[config.mk]
export PLATFORM = sky130hd
export DESIGN_NAME = triangle_sweep_ctrl
export DESIGN_NICKNAME = d
export VERILOG_FILES = /design/src/rtl/triangle_sweep_ctrl_pkg.sv /design/src/rtl/triangle_sweep_ctrl_sweep_step_gen.sv /design/src/rtl/triangle_sweep_ctrl.sv
export SDC_FILE = /design/constraint.sdc
export NUM_CORES = 1
export LEC_CHECK = 0
export CELL_PAD_IN_SITES_DETAIL_PLACEMENT = 2
export CELL_PAD_IN_SITES_GLOBAL_PLACEMENT = 2
export CORE_MARGIN = 2
export CORE_UTILIZATION = 39
export CTS_BUF_LIST = sky130_fd_sc_hd__clkbuf_4 sky130_fd_sc_hd__clkbuf_8
export DETAILED_ROUTE_END_ITERATION = 12
export PLACE_DENSITY_LB_ADDON = 0.1
export RECOVER_POWER = 100
export SYNTH_ARGS = -nofsm -noshare
export SYNTH_HDL_FRONTEND = slang
export SYNTH_SLANG_ARGS = --single-unit
[constraint.sdc]
create_clock -name clk -period 9.25 [get_ports clk]
set_input_delay 2.775 -clock clk [delete_from_list [all_inputs] [get_ports clk]]
set_output_delay 2.775 -clock clk [all_outputs]
set_load 0.005 [all_outputs]
[src/rtl/triangle_sweep_ctrl_pkg.sv]
// Shared types and constants for the triangle generator sweep sequencer.
package triangle_sweep_ctrl_pkg;

  localparam int unsigned LUT_ADDR_W = 10;

  localparam logic [1:0] MODE_FIXED  = 2'd0;
  localparam logic [1:0] MODE_SINGLE = 2'd1;
  localparam logic [1:0] MODE_REPEAT = 2'd2;

  typedef enum logic [1:0] {
    ST_IDLE     = 2'd0,
    ST_RUN      = 2'd1,
    ST_STOPPING = 2'd2,
    ST_DONE     = 2'd3
  } state_e;

  // Undefined mode code 3 behaves as fixed frequency.
  function automatic logic [1:0] sanitize_mode(input logic [1:0] m);
    return (m == 2'd3) ? MODE_FIXED : m;
  endfunction

endpackage

[src/rtl/triangle_sweep_ctrl_sweep_step_gen.sv]
// Phase-step generator: shadow sweep config, dwell counter and step update with saturate/reload.
module sweep_step_gen
  import triangle_sweep_ctrl_pkg::*;
#(
  parameter int unsigned PHASE_W = 32,
  parameter int unsigned DWELL_W = 16
) (
  input  logic               clk,
  input  logic               reset,
  input  logic               load,
  input  logic [1:0]         cfg_mode,
  input  logic [PHASE_W-1:0] cfg_start,
  input  logic [PHASE_W-1:0] cfg_stop,
  input  logic [PHASE_W-1:0] cfg_delta,
  input  logic [DWELL_W-1:0] cfg_dwell,
  input  logic               init,
  input  logic               advance,
  output logic [PHASE_W-1:0] step
);

  logic [1:0]         sh_mode;
  logic [PHASE_W-1:0] sh_start;
  logic [PHASE_W-1:0] sh_stop;
  logic [PHASE_W-1:0] sh_delta;
  logic [DWELL_W-1:0] sh_dwell;
  logic [DWELL_W-1:0] dwell_cnt;

  logic [DWELL_W-1:0] dwell_last;
  logic               dwell_end;
  logic [PHASE_W:0]   nxt;
  logic               past_stop;

  // A zero dwell behaves like a dwell of one sample.
  always_comb begin
    dwell_last = '0;
    if (sh_dwell != '0) dwell_last = sh_dwell - DWELL_W'(1);
    dwell_end = (dwell_cnt == dwell_last);
    nxt       = {1'b0, step} + {1'b0, sh_delta};
    past_stop = nxt[PHASE_W] || (nxt[PHASE_W-1:0] > sh_stop);
  end

  always_ff @(posedge clk or negedge reset) begin
    if (!reset) begin
      sh_mode   <= MODE_FIXED;
      sh_start  <= '0;
      sh_stop   <= '0;
      sh_delta  <= '0;
      sh_dwell  <= '0;
      dwell_cnt <= '0;
      step      <= '0;
    end else begin
      if (load) begin
        sh_mode  <= sanitize_mode(cfg_mode);
        sh_start <= cfg_start;
        sh_stop  <= cfg_stop;
        sh_delta <= cfg_delta;
        sh_dwell <= cfg_dwell;
      end
      // A config accepted on the start edge seeds that burst directly.
      if (init) begin
        step      <= load ? cfg_start : sh_start;
        dwell_cnt <= '0;
      end else if (advance && (sh_mode != MODE_FIXED)) begin
        if (dwell_end) begin
          dwell_cnt <= '0;
          if (past_stop) step <= (sh_mode == MODE_SINGLE) ? sh_stop : sh_start;
          else           step <= nxt[PHASE_W-1:0];
        end else begin
          dwell_cnt <= dwell_cnt + DWELL_W'(1);
        end
      end
    end
  end

endmodule

[src/rtl/triangle_sweep_ctrl.sv]
// Triangle generator sequencer: burst FSM, phase accumulator, period counter and config handshake.
module triangle_sweep_ctrl
  import triangle_sweep_ctrl_pkg::*;
#(
  parameter int unsigned PHASE_W = 32,
  parameter int unsigned DWELL_W = 16,
  parameter int unsigned CYC_W   = 16
) (
  input  logic               clk,
  input  logic               reset,
  input  logic               cfg_valid,
  output logic               cfg_ready,
  input  logic [1:0]         cfg_mode,
  input  logic [PHASE_W-1:0] cfg_start,
  input  logic [PHASE_W-1:0] cfg_stop,
  input  logic [PHASE_W-1:0] cfg_delta,
  input  logic [DWELL_W-1:0] cfg_dwell,
  input  logic [CYC_W-1:0]   cfg_cycles,
  input  logic               start,
  input  logic               stop,
  output logic [PHASE_W-1:0] phase_acc,
  output logic [PHASE_W-1:0] phase_step,
  output logic               wrap,
  output logic               busy,
  output logic               done
);

  state_e             state;
  logic [CYC_W-1:0]   sh_cycles;
  logic [CYC_W-1:0]   cyc_cnt;

  logic               accept;
  logic               launch;
  logic               running;
  logic [PHASE_W:0]   sum;
  logic               carry;
  logic               last_period;
  logic               terminal;

  always_comb begin
    cfg_ready   = (state == ST_IDLE);
    accept      = cfg_valid && cfg_ready;
    launch      = (state == ST_IDLE) && start;
    running     = (state == ST_RUN) || (state == ST_STOPPING);
    sum         = {1'b0, phase_acc} + {1'b0, phase_step};
    carry       = sum[PHASE_W];
    last_period = (sh_cycles != '0) && (cyc_cnt == sh_cycles - CYC_W'(1));
    terminal    = carry && ((state == ST_STOPPING) || stop || last_period);
  end

  sweep_step_gen #(
    .PHASE_W (PHASE_W),
    .DWELL_W (DWELL_W)
  ) u_step_gen (
    .clk       (clk),
    .reset     (reset),
    .load      (accept),
    .cfg_mode  (cfg_mode),
    .cfg_start (cfg_start),
    .cfg_stop  (cfg_stop),
    .cfg_delta (cfg_delta),
    .cfg_dwell (cfg_dwell),
    .init      (launch),
    .advance   (running),
    .step      (phase_step)
  );

  // Burst FSM with registered accumulator and status outputs.
  always_ff @(posedge clk or negedge reset) begin
    if (!reset) begin
      state     <= ST_IDLE;
      sh_cycles <= '0;
      cyc_cnt   <= '0;
      phase_acc <= '0;
      wrap      <= 1'b0;
      busy      <= 1'b0;
      done      <= 1'b0;
    end else begin
      if (accept) sh_cycles <= cfg_cycles;
      wrap <= 1'b0;
      done <= 1'b0;
      case (state)
        ST_IDLE: begin
          if (start) begin
            state     <= ST_RUN;
            busy      <= 1'b1;
            phase_acc <= '0;
            cyc_cnt   <= '0;
          end
        end
        ST_RUN, ST_STOPPING: begin
          wrap <= carry;
          if (terminal) begin
            state     <= ST_DONE;
            done      <= 1'b1;
            phase_acc <= '0;
          end else begin
            phase_acc <= sum[PHASE_W-1:0];
            // Continuous bursts saturate the period count instead of rolling over.
            if (carry && !((sh_cycles == '0) && (cyc_cnt == '1)))
              cyc_cnt <= cyc_cnt + CYC_W'(1);
            if ((state == ST_RUN) && stop) state <= ST_STOPPING;
          end
        end
        ST_DONE: begin
          state <= ST_IDLE;
          busy  <= 1'b0;
        end
        default: begin
          state <= ST_IDLE;
          busy  <= 1'b0;
        end
      endcase
    end
  end

endmodule

==> impl_metrics.tcl <==
set metrics [dict create \
    synth.distinct_cells 79 \
    path_class "in -> reg" \
    port_buffers 202 \
    r2r-end "u_step_gen.step[1]" \
    grt_pass1_vias 15067 \
    setup_violations 0 \
    synth_area_leaders "dfrtp_1, mux2_2, ha_1" \
    startpoint "cfg_valid" \
    hold_viol_final 0 \
    synth_fa_ha_area_share_pct 8.76 \
    fin_setup_tns_ns 0 \
    fp.dieH_um 202 \
    cp_max_fo 54 \
    core_um2 38700 \
    critPathRequiredTime_ns 9.74 \
    synthSimpleGateAreaFrac_pct 13.8 \
    worstMarginPinSlew_ns 5.16 \
    synth_top_family_by_area "compound AO/OA/AOI/OAI gates" \
    clock_latency_ns 0.64 \
    antenna_left 0 \
    place.gp.congestion 0.912 \
    max_freq_mhz 136 \
    crit_end "u_step_gen.step[31]" \
    yosysTopAreaCell "dfrtp_1" \
    clockBufferDepth 3 \
    synth_xor_area_share_pct 5.98 \
    io_pins 203 \
    wirelength_um 56300 \
    routed_via_density 5.82 \
    maxSlewHeadroom_pct -244 \
    grt_start_max_net_pins 140 \
    path_cells "dlygate4sd3_1, nand2_1, clkbuf_1, mux2_2, a21oi_1, nand3_1" \
    clock_skew_ns 0.0259 \
    yosysSeqAreaShare_pct 37.7 \
    critPathLaunchType "input port" \
    grt_pass1_wl_um 88600 \
    synth_area_um2 15300 \
    cap_viol_max_count 6 \
    root_buffer "clkbuf_8" \
    die-width_um 202 \
    critPathSlowestCell "clkbuf_1" \
    cts_resized 0 \
    ctsHoldBuffers 0 \
    dr.pass1.iters 5 \
    clk_pin_slew_ns 0.07 \
    nNetsFinal 2004 \
    synth_nets 1808 \
    postSynthCellCount 1567 \
    rsz0062_at_grt "false" \
    nFillCells 4114 \
    synth_top_area_share_pct 37.7 \
    die_area_um2 40900 \
    drt_iter0_markers 602 \
    drv_slew 321 \
    synth_edf_count 0 \
    row_count 72 \
    cts.sinks 231 \
    synthMuxAreaShare_pct 11.9 \
    htreeDepth 2 \
    groute.usage.overall_pct 27.9 \
    rr_startpoint "u_step_gen.step[18]" \
    post_cts_buffers 0 \
    reg2regPathDepth 22 \
    period_share_pct 79.5 \
    synth_compound_area_share_pct 18.5 \
    cts_tree "done" \
    drc_errors 0 \
    hold_path_class "reg -> reg" \
    reg2reg_slack_ns 2.36 \
    syn_area_per_cell_um2 9.77 \
    numCtsBuffers 45 \
    crit_path_end_kind "flip-flop" \
    antenna_found_initial 1 \
    slowest_delay_ns 2.42 \
    overflow 0 \
    area_growth_pct 22.9 \
    synth_ff_type "dfrtp_1" \
    wire_per_inst_um 24.3 \
    vias 13462 \
    fin_crit_ns 7.35 \
    critPathArrivalTime_ns 7.85 \
    ys_ff_latch 231 \
    dp_hpwl_um 41300 \
    synth_async_sr_flop_share_pct 100 \
    drive_above_1_share_pct 12.5 \
    status "finished, violations left" \
    yosysWarnings 0 \
    violations "capacitance limit, slew limit" \
    start_util_pct 39.5 \
]
==> how the worst min path moves through the flow <==
stage,start,end,cells after the start
3_3_place_gp,u_step_gen.sh_delta[0],u_step_gen.sh_delta[0],1
4_1_cts,u_step_gen.sh_delta[5],u_step_gen.sh_delta[5],1
3_5_place_dp,u_step_gen.sh_start[27],u_step_gen.sh_start[27],1
5_1_grt,u_step_gen.sh_delta[5],u_step_gen.sh_delta[5],1
2_1_floorplan,u_step_gen.sh_mode[0],u_step_gen.sh_mode[0],2
6_report,u_step_gen.sh_start[20],u_step_gen.sh_start[20],1
==> cell usage in the layout, fill, tap and decap left out, types with 23 or more instances in the layout <==
cell type        synthesis  routed
dfrtp_1                231     231
ha_1                   104     104
a21oi_1                148     148
nor2_1                  83      82
xor2_1                  39      39
o21ai_0                 91      91
mux2_2                 131     102
clkdlybuf4s50_1          0     130
o21a_1                  30      30
a21o_1                  29      29
nand3_1                 42      42
mux2_1                   0      29
nand2_1                 69      69
xnor2_1                 63      63
a22o_1                  30      30
inv_1                   63      63
dlygate4sd3_1            0      71
mux2i_1                 33      33
and3_1                  23      23
clkbuf_8                 0      56
nand4_1                 26      26
==> per-stage QoR <==
| stage | cell area, µm² | hold slack [ns] | utilization (%) | std cells | setup slack, ns |
|---|---|---|---|---|---|
| 2_1_floorplan | 15300 | 0.481 | - | 1567 | 3.73 |
| 3_3_place_gp | 17900 | 0.492 | 46.2 | 2234 | 2.99 |
| 3_5_place_dp | 17900 | 0.509 | 46.2 | 2234 | 2.75 |
| 4_1_cts | 18900 | 0.526 | 48.7 | 2312 | 2.74 |
| 5_1_grt | 18800 | 0.534 | 48.6 | 2312 | 1.34 |
| 6_report | 18800 | 0.522 | 48.6 | 2313 | 1.90 |
==> area by class of cell <==
| type | count | area [µm²] | share of cell area [%] |
|---|---|---|---|
| sequential | 231 | 5780 | 30.7 |
| multi-input combinational | 1204 | 9040 | 48.0 |
| tap | 518 | 648 | 3.44 |
| clock buffer | 73 | 898 | 4.77 |
| timing repair buffer | 218 | 2140 | 11.4 |
| antenna | 1 | 2.50 | 0.0133 |
| inverter | 63 | 236 | 1.26 |
| clock inverter | 5 | 77.6 | 0.412 |
==> cells by family after synthesis <==
| kind of cell | Yosys count |
|---|---|
| AOI/OAI and AO/OA | 442 |
| and+or+nand+nor | 388 |
| DFF | 231 |
| muxes | 165 |
| buffers and inverters | 132 |
| adders and majority gates | 106 |
| xor gates and xnor gates | 103 |
==> sequential cells by signal, indices dropped and copies added (netlist names) <==
signal and cells:
done 1, u_step_gen.dwell_cnt 16, busy 1, u_step_gen.sh_start 32
wrap 1, u_step_gen.sh_mode 2, sh_cycles 16, cyc_cnt 16
u_step_gen.sh_dwell 16, u_step_gen.step 32, phase_acc 32, u_step_gen.sh_delta 32
u_step_gen.sh_stop 32, state 2
==> metal layers <==
metal	part of all wire, %	global-route usage, %	vias up
li1	-	-	6188
met1	44	35.8	6899
met2	49	47.8	286
met3	4.2	5.11	89
met4	2.8	8.63	0
met5	0	0	-
==> worst max-delay path, delay by kind of cell <==
family | cells | cell delay (ns)
compound gates | 1 | 0.30
buf+inv | 2 | 2.97
mux | 1 | 0.50
simple gates | 2 | 1.29
==> Yosys cell counts, drive strengths merged (6+ instances only) <==
cell / instances
mux2i: 33
or3: 14
clkbuf: 58
or3b: 12
o21ai: 92
o21bai: 12
a22o: 30
or4: 7
nand2b: 19
and2: 9
a21o: 29
a31oi: 8
nor3: 21
inv: 63
o211ai: 16
dfrtp: 231
nor4: 15
nand4: 26
o21a: 30
nor2b: 20
and3: 23
nand2: 70
a21oi: 148
ha: 104
a221oi: 8
nand3: 42
mux2: 132
xnor2: 63
a211oi: 14
buf: 11
nor2: 83
a211o: 6
xor2: 39
Power is not shown: default switching activity piles up to over one toggle a cycle in this logic, so the estimate is an artifact.
